[src/rtl/alu_pkg.sv]
// alu_pkg: shared types and constants for the command-responder ALU.
//   op_t     : 3-bit operation encodings (110/111 are illegal and have no name)
//   cmd_t    : one command as seen on the cmd interface (op_code, a, b)
//   rslt_t   : one result as seen on the rslt interface (out, carry)
//   state_t  : alu_core control FSM states
//   mul_cycles() : cycles the iterative multiplier needs per product
package alu_pkg;

  localparam int DATA_W_DEF   = 32;
  localparam int MUL_STEP_DEF = 1;
  localparam int MUL_CYCLES   = DATA_W_DEF / MUL_STEP_DEF;

  typedef enum logic [2:0] {
    OP_NOP = 3'b000,
    OP_ADD = 3'b001,
    OP_AND = 3'b010,
    OP_XOR = 3'b011,
    OP_MUL = 3'b100,
    OP_SUB = 3'b101
  } op_t;

  typedef struct packed {
    logic [2:0]            op_code;
    logic [DATA_W_DEF-1:0] a;
    logic [DATA_W_DEF-1:0] b;
  } cmd_t;

  typedef struct packed {
    logic [DATA_W_DEF-1:0] out;
    logic                  carry;
  } rslt_t;

  typedef enum logic {
    ST_IDLE    = 1'b0,
    ST_MUL_RUN = 1'b1
  } state_t;

  // Number of shift-add iterations for a width/step pair. The step must be
  // 1, 2 or 4 and must divide the width.
  function automatic int mul_cycles(input int width, input int step);
    return width / step;
  endfunction

endpackage

[src/rtl/alu_seq_mult.sv]
// alu_seq_mult: iterative unsigned shift-add multiplier.
//   clk     : rising-edge clock
//   reset   : synchronous active-high reset, abandons any product in flight
//   go      : load a/b and clear the accumulator (one-cycle pulse)
//   a, b    : operands, sampled only on go
//   done    : high during the final iteration cycle; product is valid then
//   product : full 2*DATA_W product (combinational, includes the current step)
// MUL_STEP multiplier bits are consumed per cycle, so a product needs
// DATA_W/MUL_STEP cycles after go.
module alu_seq_mult
  import alu_pkg::*;
#(
  parameter int DATA_W   = 32,
  parameter int MUL_STEP = 1
) (
  input  logic                  clk,
  input  logic                  reset,
  input  logic                  go,
  input  logic [DATA_W-1:0]     a,
  input  logic [DATA_W-1:0]     b,
  output logic                  done,
  output logic [2*DATA_W-1:0]   product
);

  localparam int CYCLES = mul_cycles(DATA_W, MUL_STEP);
  localparam int CNT_W  = $clog2(CYCLES + 1);

  logic                  run_q,    run_d;
  logic [2*DATA_W-1:0]   mcand_q,  mcand_d;
  logic [DATA_W-1:0]     mplier_q, mplier_d;
  logic [2*DATA_W-1:0]   acc_q,    acc_d;
  logic [CNT_W-1:0]      cnt_q,    cnt_d;
  logic [2*DATA_W-1:0]   step_sum_s;
  logic                  last_s;

  // Accumulator plus this cycle's MUL_STEP partial products.
  always_comb begin
    step_sum_s = acc_q;
    for (int j = 0; j < MUL_STEP; j++) begin
      if (mplier_q[j]) begin
        step_sum_s = step_sum_s + (mcand_q << j);
      end else begin
        step_sum_s = step_sum_s;
      end
    end
  end

  assign last_s = run_q && (cnt_q == CNT_W'(CYCLES - 1));

  // Next-state for operand shifters, accumulator and iteration counter.
  always_comb begin
    run_d    = run_q;
    mcand_d  = mcand_q;
    mplier_d = mplier_q;
    acc_d    = acc_q;
    cnt_d    = cnt_q;
    if (go) begin
      run_d    = 1'b1;
      mcand_d  = {{DATA_W{1'b0}}, a};
      mplier_d = b;
      acc_d    = '0;
      cnt_d    = '0;
    end else if (run_q) begin
      acc_d    = step_sum_s;
      mcand_d  = mcand_q << MUL_STEP;
      mplier_d = mplier_q >> MUL_STEP;
      cnt_d    = cnt_q + CNT_W'(1);
      run_d    = ~last_s;
    end else begin
      run_d    = 1'b0;
    end
  end

  // Multiplier state registers.
  always_ff @(posedge clk) begin
    if (reset) begin
      run_q    <= 1'b0;
      mcand_q  <= '0;
      mplier_q <= '0;
      acc_q    <= '0;
      cnt_q    <= '0;
    end else begin
      run_q    <= run_d;
      mcand_q  <= mcand_d;
      mplier_q <= mplier_d;
      acc_q    <= acc_d;
      cnt_q    <= cnt_d;
    end
  end

  assign done    = last_s;
  assign product = step_sum_s;

endmodule

[src/rtl/alu_core.sv]
// alu_core: command-responder ALU.
//   clk     : rising-edge clock
//   reset   : synchronous active-high reset; drops any command or multiply
//   start   : command valid, sampled only while busy=0
//   op_code : operation (see alu_pkg::op_t; 110/111 illegal)
//   a, b    : operands
//   ready   : one-cycle pulse, out/carry valid
//   busy    : high while a multiply is running
//   carry   : carry / borrow / overflow / illegal flag
//   out     : result, held until the next result or reset
// Logic, add and subtract answer one cycle after start. Multiply runs in
// alu_seq_mult and answers DATA_W/MUL_STEP cycles after start.
module alu_core
  import alu_pkg::*;
#(
  parameter int DATA_W   = 32,
  parameter int MUL_STEP = 1
) (
  input  logic              clk,
  input  logic              reset,
  input  logic              start,
  input  logic [2:0]        op_code,
  input  logic [DATA_W-1:0] a,
  input  logic [DATA_W-1:0] b,
  output logic              ready,
  output logic              busy,
  output logic              carry,
  output logic [DATA_W-1:0] out
);

  state_t                state_q, state_d;
  logic [DATA_W-1:0]     out_q,   out_d;
  logic                  carry_q, carry_d;
  logic                  ready_q, ready_d;
  logic                  busy_q,  busy_d;

  logic                  mul_go_s;
  logic                  mul_done_s;
  logic [2*DATA_W-1:0]   mul_product_s;
  logic [DATA_W:0]       add_s;
  logic [DATA_W:0]       sub_s;

  // Extra top bit: carry-out for add, unsigned borrow (a<b) for subtract.
  assign add_s = {1'b0, a} + {1'b0, b};
  assign sub_s = {1'b0, a} - {1'b0, b};

  alu_seq_mult #(
    .DATA_W   (DATA_W),
    .MUL_STEP (MUL_STEP)
  ) u_mult (
    .clk     (clk),
    .reset   (reset),
    .go      (mul_go_s),
    .a       (a),
    .b       (b),
    .done    (mul_done_s),
    .product (mul_product_s)
  );

  // Control FSM, single-cycle datapath and result selection.
  always_comb begin
    state_d  = state_q;
    out_d    = out_q;
    carry_d  = carry_q;
    ready_d  = 1'b0;
    busy_d   = busy_q;
    mul_go_s = 1'b0;
    case (state_q)
      ST_IDLE: begin
        if (start) begin
          case (op_code)
            OP_NOP: begin
              ready_d = 1'b0;
            end
            OP_ADD: begin
              out_d   = add_s[DATA_W-1:0];
              carry_d = add_s[DATA_W];
              ready_d = 1'b1;
            end
            OP_AND: begin
              out_d   = a & b;
              carry_d = 1'b0;
              ready_d = 1'b1;
            end
            OP_XOR: begin
              out_d   = a ^ b;
              carry_d = 1'b0;
              ready_d = 1'b1;
            end
            OP_SUB: begin
              out_d   = sub_s[DATA_W-1:0];
              carry_d = sub_s[DATA_W];
              ready_d = 1'b1;
            end
            OP_MUL: begin
              mul_go_s = 1'b1;
              busy_d   = 1'b1;
              state_d  = ST_MUL_RUN;
            end
            default: begin
              // Illegal op: answer with an error flag so it is not lost.
              out_d   = '0;
              carry_d = 1'b1;
              ready_d = 1'b1;
            end
          endcase
        end else begin
          ready_d = 1'b0;
        end
      end
      ST_MUL_RUN: begin
        // start is ignored here: no queuing, operands already latched.
        if (mul_done_s) begin
          out_d   = mul_product_s[DATA_W-1:0];
          carry_d = |mul_product_s[2*DATA_W-1:DATA_W];
          ready_d = 1'b1;
          busy_d  = 1'b0;
          state_d = ST_IDLE;
        end else begin
          busy_d  = 1'b1;
        end
      end
      default: begin
        state_d = ST_IDLE;
        busy_d  = 1'b0;
      end
    endcase
  end

  // State and output registers.
  always_ff @(posedge clk) begin
    if (reset) begin
      state_q <= ST_IDLE;
      out_q   <= '0;
      carry_q <= 1'b0;
      ready_q <= 1'b0;
      busy_q  <= 1'b0;
    end else begin
      state_q <= state_d;
      out_q   <= out_d;
      carry_q <= carry_d;
      ready_q <= ready_d;
      busy_q  <= busy_d;
    end
  end

  assign ready = ready_q;
  assign busy  = busy_q;
  assign carry = carry_q;
  assign out   = out_q;

endmodule

[config.mk]
export PLATFORM = sky130hd
export DESIGN_NAME = alu_core
export DESIGN_NICKNAME = d
export VERILOG_FILES = /design/src/rtl/alu_pkg.sv /design/src/rtl/alu_seq_mult.sv /design/src/rtl/alu_core.sv
export SDC_FILE = /design/constraint.sdc
export NUM_CORES = 1
export LEC_CHECK = 0
export CAP_MARGIN = 5
export CORE_ASPECT_RATIO = 2
export CORE_UTILIZATION = 55
export DETAILED_ROUTE_END_ITERATION = 10
export GPL_TIMING_DRIVEN = 0
export PLACE_DENSITY = 0.75
export SLEW_MARGIN = 10
export SYNTH_ARGS = -nofsm -noshare
export SYNTH_HDL_FRONTEND = slang
export SYNTH_SLANG_ARGS = --single-unit
[constraint.sdc]
create_clock -name clk -period 4.2 [get_ports clk]
set_input_delay 0.84 -clock clk [delete_from_list [all_inputs] [get_ports clk]]
set_output_delay 0.84 -clock clk [all_outputs]
set_load 0.03 [all_outputs]
==> results.toml, run 1 <==
[synth]
synthFlopType = "dfxtp_1"
synth_edf_count = 0
ys_top_cells_by_area = "dfxtp_1 24%, ha_1 9.4%, mux2i_1 8.8%"
netlist_instances = 2213
yosysTopAreaCellShare_pct = 23.95
synth.avg_cell_area_um2 = 7.668
synth_top_cell_by_area = "dfxtp_1"
synth_area_um2 = 16970
ys_seq_area_share_pct = 23.95
synth_nets = 2414
yosys_warnings = 0
synth.ff_latch_count = 203
ys_types = 89
async_flop_share_pct = 0

[floorplan]
start_util_pct = 56.02
num_io_pins = 105
die_x_um = 126.2
dieArea_um2 = 31600
die_y_um = 250.4
std_cell_rows = 90
core_area_um2 = 30290

[sta]
setup_ws_ps = -167.9
fmax_mhz = 228.9
finalHoldViolCount = 0
min_period_ps = 4368
finalSetupViolations = 1
max_slew.worst_pin.slew_ps = 1380
rsz0062_at_grt = "true"
timing.final.crit_share_pct = 104.0
slew_violations = 0
skew_ps = 38.16
maxSlewHeadroom_pct = 7.981
whs_ps = 483.1
tns_ps = -167.9

[cells_and_area]
final_cell_mix = "285 x nor2_1, 202 x dfxtp_1, 176 x a21oi_1"
layout_commonest_cell = "nor2_1"
layout.nets = 2540
postLayoutCoreUtil_pct = 64.23
layout-drive-gt1-share_pct = 6.125
synthToLayoutAreaGrowth_pct = 14.66

[power]
internal_power_mw = 3.645
pwr-share-comb_pct = 24.4
p_total_mw = 5.443
power_leakage_nw = 7.485
p_sw_mw = 1.798
pwr-share-clk_pct = 38.0
switching_share_pct = 33.03
seqPwrFrac_pct = 37.6
ir_worst_vdd_mv = 0.3663
p_per_area_nw_per_um2 = 279.7

[grt]
grt_max_degree = 15
grt_pass1_vias = 18690
grt.total_usage_pct = 46.75
grt_overflow = 0
antenna_found_initial = 5
grt_pass1_wl_um = 109800

[drt]
antenna_left = 0
drc = 0
num_vias = 18620
dr.pass1.iters = 6
via_per_inst = 6.842
wirelength_um = 74590
avgRoutedWirePerCell_um = 27.40
drt_iter0_drc = 1663

[setup_path]
critical-path-top-delay-family = "compound AO/OA/AOI/OAI gates"
cp_slowest_stage_delay_ps = 770
cp.required_ps = 4620
arrival_ps = 4780
crit_path_start_kind = "flip-flop"
path_class = "flip-flop to flip-flop"
path_cells = "ha_2 > fa_2 > a21o_1 > a41o_1 > o21ai_4 > a31o_4 > nor4_2 > a2111oi_4 > a211o_1 > xnor2_4 > a211o_4 > o41ai_4 > a31oi_1"
critPathMaxFanout = 4
slowest_stage = "a2111oi_4"
crit_path_end_kind = "flip-flop"
worst-path-buf-inv = 0

[clocking]
cts-root-buf = "clkbuf_16"
cts_max_path_buffers = 3
cts_tree = "built"
cts.hold.buffers_added = 0
cts.sinks = 203
cts.htree.levels = 1
cts_made_buffers = 21
cts.clk_slew.worst_paths_ps = 70
clk_latency_ps = 550

[run_status]
violations = "setup timing"
status = "finished with violations"

[placement]
dp_hpwl_um = 57460
portBuffers = 103
place.gp.congestion = 1.039

[min_path]
holdCritPathClass = "flip-flop to flip-flop"

[job]
cap_violations = 0
==> power by group through the flow <==
stage | Clock [mW] | Combinational, mW | Sequential, mW
after floorplan | 0 | 0.757 | 2.11
after global placement | 0 | 1.23 | 2.08
after detailed placement | 0 | 1.24 | 2.08
after CTS | 2.05 | 1.26 | 2.04
after global routing | 2.14 | 1.39 | 2.05
final | 2.07 | 1.33 | 2.05
==> state kept, by name, indices dropped and copies added, names as in the netlist <==
name             count
busy                 1
ready                1
u_mult.mcand_q      64
u_mult.mplier_q     32
out                 32
u_mult.cnt_q         6
u_mult.run_q         1
state_q              1
u_mult.acc_q        64
carry                1
==> repair_timing <==
| action | 4_1_cts | 5_1_grt |
|---|---|---|
| setup endpoints to repair | 7 | 12 |
| setup buffers | 1 | 3 |
| cloned | 0 | 0 |
| pin swaps | 4 | 15 |
| gates resized for setup | 22 | 34 |
==> Yosys cell counts, types with 21 or more instances <==
| cell | instances |
|---|---|
| nor3_1 | 45 |
| a21o_1 | 49 |
| xor2_1 | 33 |
| clkbuf_1 | 123 |
| xnor2_1 | 58 |
| o21a_1 | 23 |
| inv_1 | 95 |
| mux2i_1 | 150 |
| o21bai_1 | 24 |
| o21ai_0 | 91 |
| ha_1 | 128 |
| a21oi_1 | 182 |
| a31oi_1 | 24 |
| nor2_1 | 287 |
| o31ai_1 | 21 |
| a221oi_1 | 21 |
| dfxtp_1 | 203 |
| nand3_1 | 35 |
| nand2_1 | 162 |
| a211oi_1 | 118 |
| nand4_1 | 38 |
==> per-layer routing <==
metal	up-vias	global-route usage [%]	wire length, µm
met4	2	53.87	9838
met2	1106	81.06	36070
met3	562	12.11	5869
li1	8333	-	-
met1	8620	40.57	22790
met5	-	0	13
==> path summary, 6_finish.rpt <==
kind | end | cells past startpoint | slack [ps] | startpoint
worst min-delay path | u_mult.acc_q[55] | 2 | 480 | u_mult.acc_q[55]
worst max register to register | carry | 13 | -170 | u_mult.mcand_q[0]
worst max-delay path | carry | 13 | -170 | u_mult.mcand_q[0]
worst min register to register | u_mult.acc_q[55] | 2 | 480 | u_mult.acc_q[55]
==> final cells by class <==
| class | count | area (µm²) |
|---|---|---|
| Multi-Input combinational cell | 1763 | 12160 |
| Fill cell | 2738 | 10830 |
| Sequential cell | 203 | 4065 |
| Timing Repair Buffer | 108 | 1062 |
| Buffer | 147 | 638.1 |
| Clock buffer | 24 | 546.8 |
| Tap cell | 368 | 460.4 |
| Inverter | 95 | 356.6 |
| Clock inverter | 11 | 163.9 |
| Antenna cell | 3 | 7.507 |
==> worst reg2reg max path, delay by kind of cell, from the launching register on <==
family                     cells  cell delay, ps
DFF                            1             360
AOI/OAI and AO/OA              9            3040
xor gates and xnor gates       1             180
and+or+nand+nor                1              90
adders and majority gates      2             560
==> cells by family (layout without fill, tap and decap cells) <==
family	count (synthesis)	count (layout)	synth area share (%)
xor+xnor	91	91	4.697
buf+inv	247	385	5.957
other cells	0	3	0
fa+ha+maj	131	131	9.791
simple gates	693	693	18.87
compound gates	691	691	27.43
mux	157	157	9.312
flops	203	203	23.95
==> through the flow <==
step | cell area [µm²] | instances | setup WS, ps
2_1_floorplan | 16970 | 2213 | 586.8
3_3_place_gp | 18460 | 2684 | -1754
3_5_place_dp | 18470 | 2685 | -1086
4_1_cts | 19300 | 2719 | 1.144
5_1_grt | 19450 | 2720 | -371.4
6_report | 19460 | 2722 | -167.9
Power figures use the tool's default switching activity.
==> inputs of run 2 (changes only) <==
--- a/config.mk
+++ b/config.mk
@@ -6,12 +6,13 @@
 export NUM_CORES = 1
 export LEC_CHECK = 0
 export CAP_MARGIN = 5
-export CORE_ASPECT_RATIO = 2
+export CORE_ASPECT_RATIO = 1.5
 export CORE_UTILIZATION = 55
 export DETAILED_ROUTE_END_ITERATION = 10
 export GPL_TIMING_DRIVEN = 0
 export PLACE_DENSITY = 0.75
-export SLEW_MARGIN = 10
+export SLEW_MARGIN = 30
 export SYNTH_ARGS = -nofsm -noshare
 export SYNTH_HDL_FRONTEND = slang
+export SYNTH_HIERARCHICAL = 1
 export SYNTH_SLANG_ARGS = --single-unit
==> run 2 against run 1 <==
  * The flow still finishes with violations (setup timing)
  * Routed wire length fell by 5.1%
  * Register-to-register slack improved by 50 ps
  * Hold slack got worse by 2.4 ps
  * Sequential power fell by 2%
  * Sequential share of layout area fell by 1.1 points
  * Critical path type unchanged
  * Highest routed layer is now met4
==> results.toml, run 2 <==
[power]
seqPwrFrac_pct = 37.8
switching_share_pct = 32.35
pwr-share-comb_pct = 24.2
internal_power_mw = 3.599
power_leakage_nw = 8.390
p_sw_mw = 1.721
pwr-share-clk_pct = 38.1
ir_worst_vdd_mv = 0.3110
p_per_area_nw_per_um2 = 258.4

[setup_path]
slowest_stage = "a211oi_4"
critPathMaxFanout = 6
arrival_ps = 4710
cp_common_cell = "a21o_1"
cp_slowest_stage_delay_ps = 410
cp.required_ps = 4590
crit_start = "u_mult/mcand_q[10]"
crit_path_start_kind = "flip-flop"
path_cells = "ha_1 > a21o_1 > a21o_1 > a221oi_2 > a21oi_2 > nor2_2 > o41ai_4 > buf_4 > a211oi_4 > o21ai_0 > a221o_1 > nor4_1 > nand2_1 > nor4_4 > nand3_1 > o21ai_1 > a211oi_1"
r2r-start = "u_mult/mcand_q[10]"
path_class = "flip-flop to flip-flop"
crit_path_end_kind = "flip-flop"

[cells_and_area]
layout_commonest_cell = "nor2_1"
diodes = 0
final_cell_mix = "342 x nor2_1, 252 x a21oi_1, 201 x dfxtp_1"
layout.nets = 2689
synthToLayoutAreaGrowth_pct = 16.81
layout-drive-gt1-share_pct = 10.12
reg_top3 = "u_mult/acc_q: 64 flops, u_mult/mcand_q: 64 flops"
postLayoutCoreUtil_pct = 65.93
design_area_um2 = 20590

[grt]
grt_pass1_vias = 19130
antenna_found_initial = 0
grt.total_usage_pct = 42.59
grt_max_degree = 14
grt_overflow = 0
grt_pass1_wl_um = 107200

[run_status]
status = "finished with violations"
violations = "setup timing"

[clocking]
cts_made_buffers = 22
cts.clk_slew.worst_paths_ps = 70
cts_max_path_buffers = 3
cts.htree.levels = 1
clk_latency_ps = 540
cts.sinks = 203
cts_tree = "built"
cts-root-buf = "clkbuf_16"
cts.hold.buffers_added = 0

[synth]
ys_seq_area_share_pct = 23.05
synth_area_um2 = 17630
synthFlopType = "dfxtp_1"
synth_edf_count = 0
yosysTopAreaCellShare_pct = 23.05
synth_nets = 2535
synth.avg_cell_area_um2 = 7.556
synthTopCellsByCount = "345 x nor2_1, 260 x a21oi_1, 203 x dfxtp_1"
ys_top_cells_by_area = "dfxtp_1 23%, ha_1 9.2%, a21oi_1 7.4%"
netlist_instances = 2333
yosysMostFrequentCell = "nor2_1"
yosys_warnings = 6
ys_types = 97
async_flop_share_pct = 0
synth.ff_latch_count = 203
synth_top_cell_by_area = "dfxtp_1"

[sta]
finalSetupViolations = 1
tns_ps = -122.3
fmax_mhz = 231.4
finalHoldViolCount = 0
maxSlewHeadroom_pct = 30.72
min_period_ps = 4322
rsz0062_at_grt = "true"
setup_ws_ps = -122.3
slew_violations = 0
skew_ps = 17.21
timing.final.crit_share_pct = 102.9
max_slew.worst_pin.slew_ps = 1035

[drt]
antenna_left = 0
via_per_inst = 6.544
drt_iter0_drc = 1584
avgRoutedWirePerCell_um = 24.35
drc = 0
routed-wl-met2_um = 34850
dr.pass1.iters = 9
highest_layer = "met4"
met3_length_um = 4805
m1WireLength_um = 23650
num_vias = 19020
wirelength_um = 70780

[placement]
portBuffers = 103
place.gp.congestion = 0.9968
dp_hpwl_um = 55960
placed_area_um2 = 19180

[floorplan]
die_x_um = 148.2
core_area_um2 = 31240
std_cell_rows = 79
num_io_pins = 105
start_util_pct = 56.44
die_y_um = 221.3
dieArea_um2 = 32790

[job]
cap_violations = 0

[min_path]
hold_path.startpoint = "u_mult/acc_q[40]"
holdCritPathClass = "flip-flop to flip-flop"
## run 2: cell count changes after synthesis, sizes merged, moves of 9 or more
cell,before,now
nor4,13,26
mux2,7,56
a21oi,182,260
clkbuf,124,100
and4,11,2
o211ai,12,30
o21ai,103,134
mux2i,150,130
buf,28,49
o31ai,21,11
a221oi,22,11
nor2,287,347
inv,95,86
a211oi,121,29
## run 2: area by class of cell
type / count / area (µm²)
Inverter: 89 / 334.1
Tap cell: 405 / 506.7
Multi-Input combinational cell: 1892 / 13080
Clock inverter: 8 / 100.1
Buffer: 148 / 616.8
Timing Repair Buffer: 131 / 1252
Fill cell: 2745 / 10640
Sequential cell: 203 / 4069
Clock buffer: 30 / 631.9
## run 2: power by group through the flow
stage	combinational [mW]	sequential, mW	clock (mW)
6_report	1.29	2.01	2.03
5_1_grt	1.37	2.01	2.13
4_1_cts	1.24	2.00	2.04
3_5_place_dp	1.23	2.05	0
3_3_place_gp	1.22	2.05	0
2_1_floorplan	0.739	2.08	0
## run 2: final timing paths
kind,to,cells past startpoint,slack [ps]
worst min-delay path,u_mult/acc_q[40],2,480
worst max-delay path,carry,17,-120
worst min register to register,u_mult/acc_q[40],2,480
worst max register to register,carry,17,-120
## run 2: cell families (layout without fill, tap and decap cells)
group	count (synthesis)	count (layout)	synth area share, %
buffers and inverters	238	406	5.380
DFF	203	203	23.05
xor gates and xnor gates	85	85	4.223
adders and majority gates	132	132	9.497
AOI/OAI and AO/OA	735	735	27.43
muxes	186	186	10.96
and+or+nand+nor	754	754	19.46
## run 2: critical path, delay by kind of cell (launching register included)
kind	cells	cell delay [ps]
AOI/OAI and AO/OA	10	2160
buffers and inverters	1	170
adders and majority gates	1	370
DFF	1	350
and+or+nand+nor	5	1150
## run 2: what timing repair did
action / CTS / global route
setup buffers: 20 / 7
pin swaps: 27 / 10
resized for setup: 66 / 30
endpoints found under the setup margin: 18 / 49
## run 2: stage by stage
step                      setup slack (ps)  hold WS [ps]  total power [mW]  instances
final                               -122.3         480.7             5.320       2906
after CTS                           -98.36         479.1             5.285       2899
after global placement               -1297         458.6             3.265       2841
after floorplan                      334.9         448.1             2.816       2333
after global routing                -271.3         498.1             5.503       2906
after detailed placement             -1211         470.4             3.274       2841
## run 2: routing by layer
layer | global-route usage [%] | up-vias
met2 | 75.27 | 910
met3 | 7.258 | 388
met5 | 0 | -
met1 | 42.03 | 8910
li1 | - | 8808
met4 | 38.64 | 0
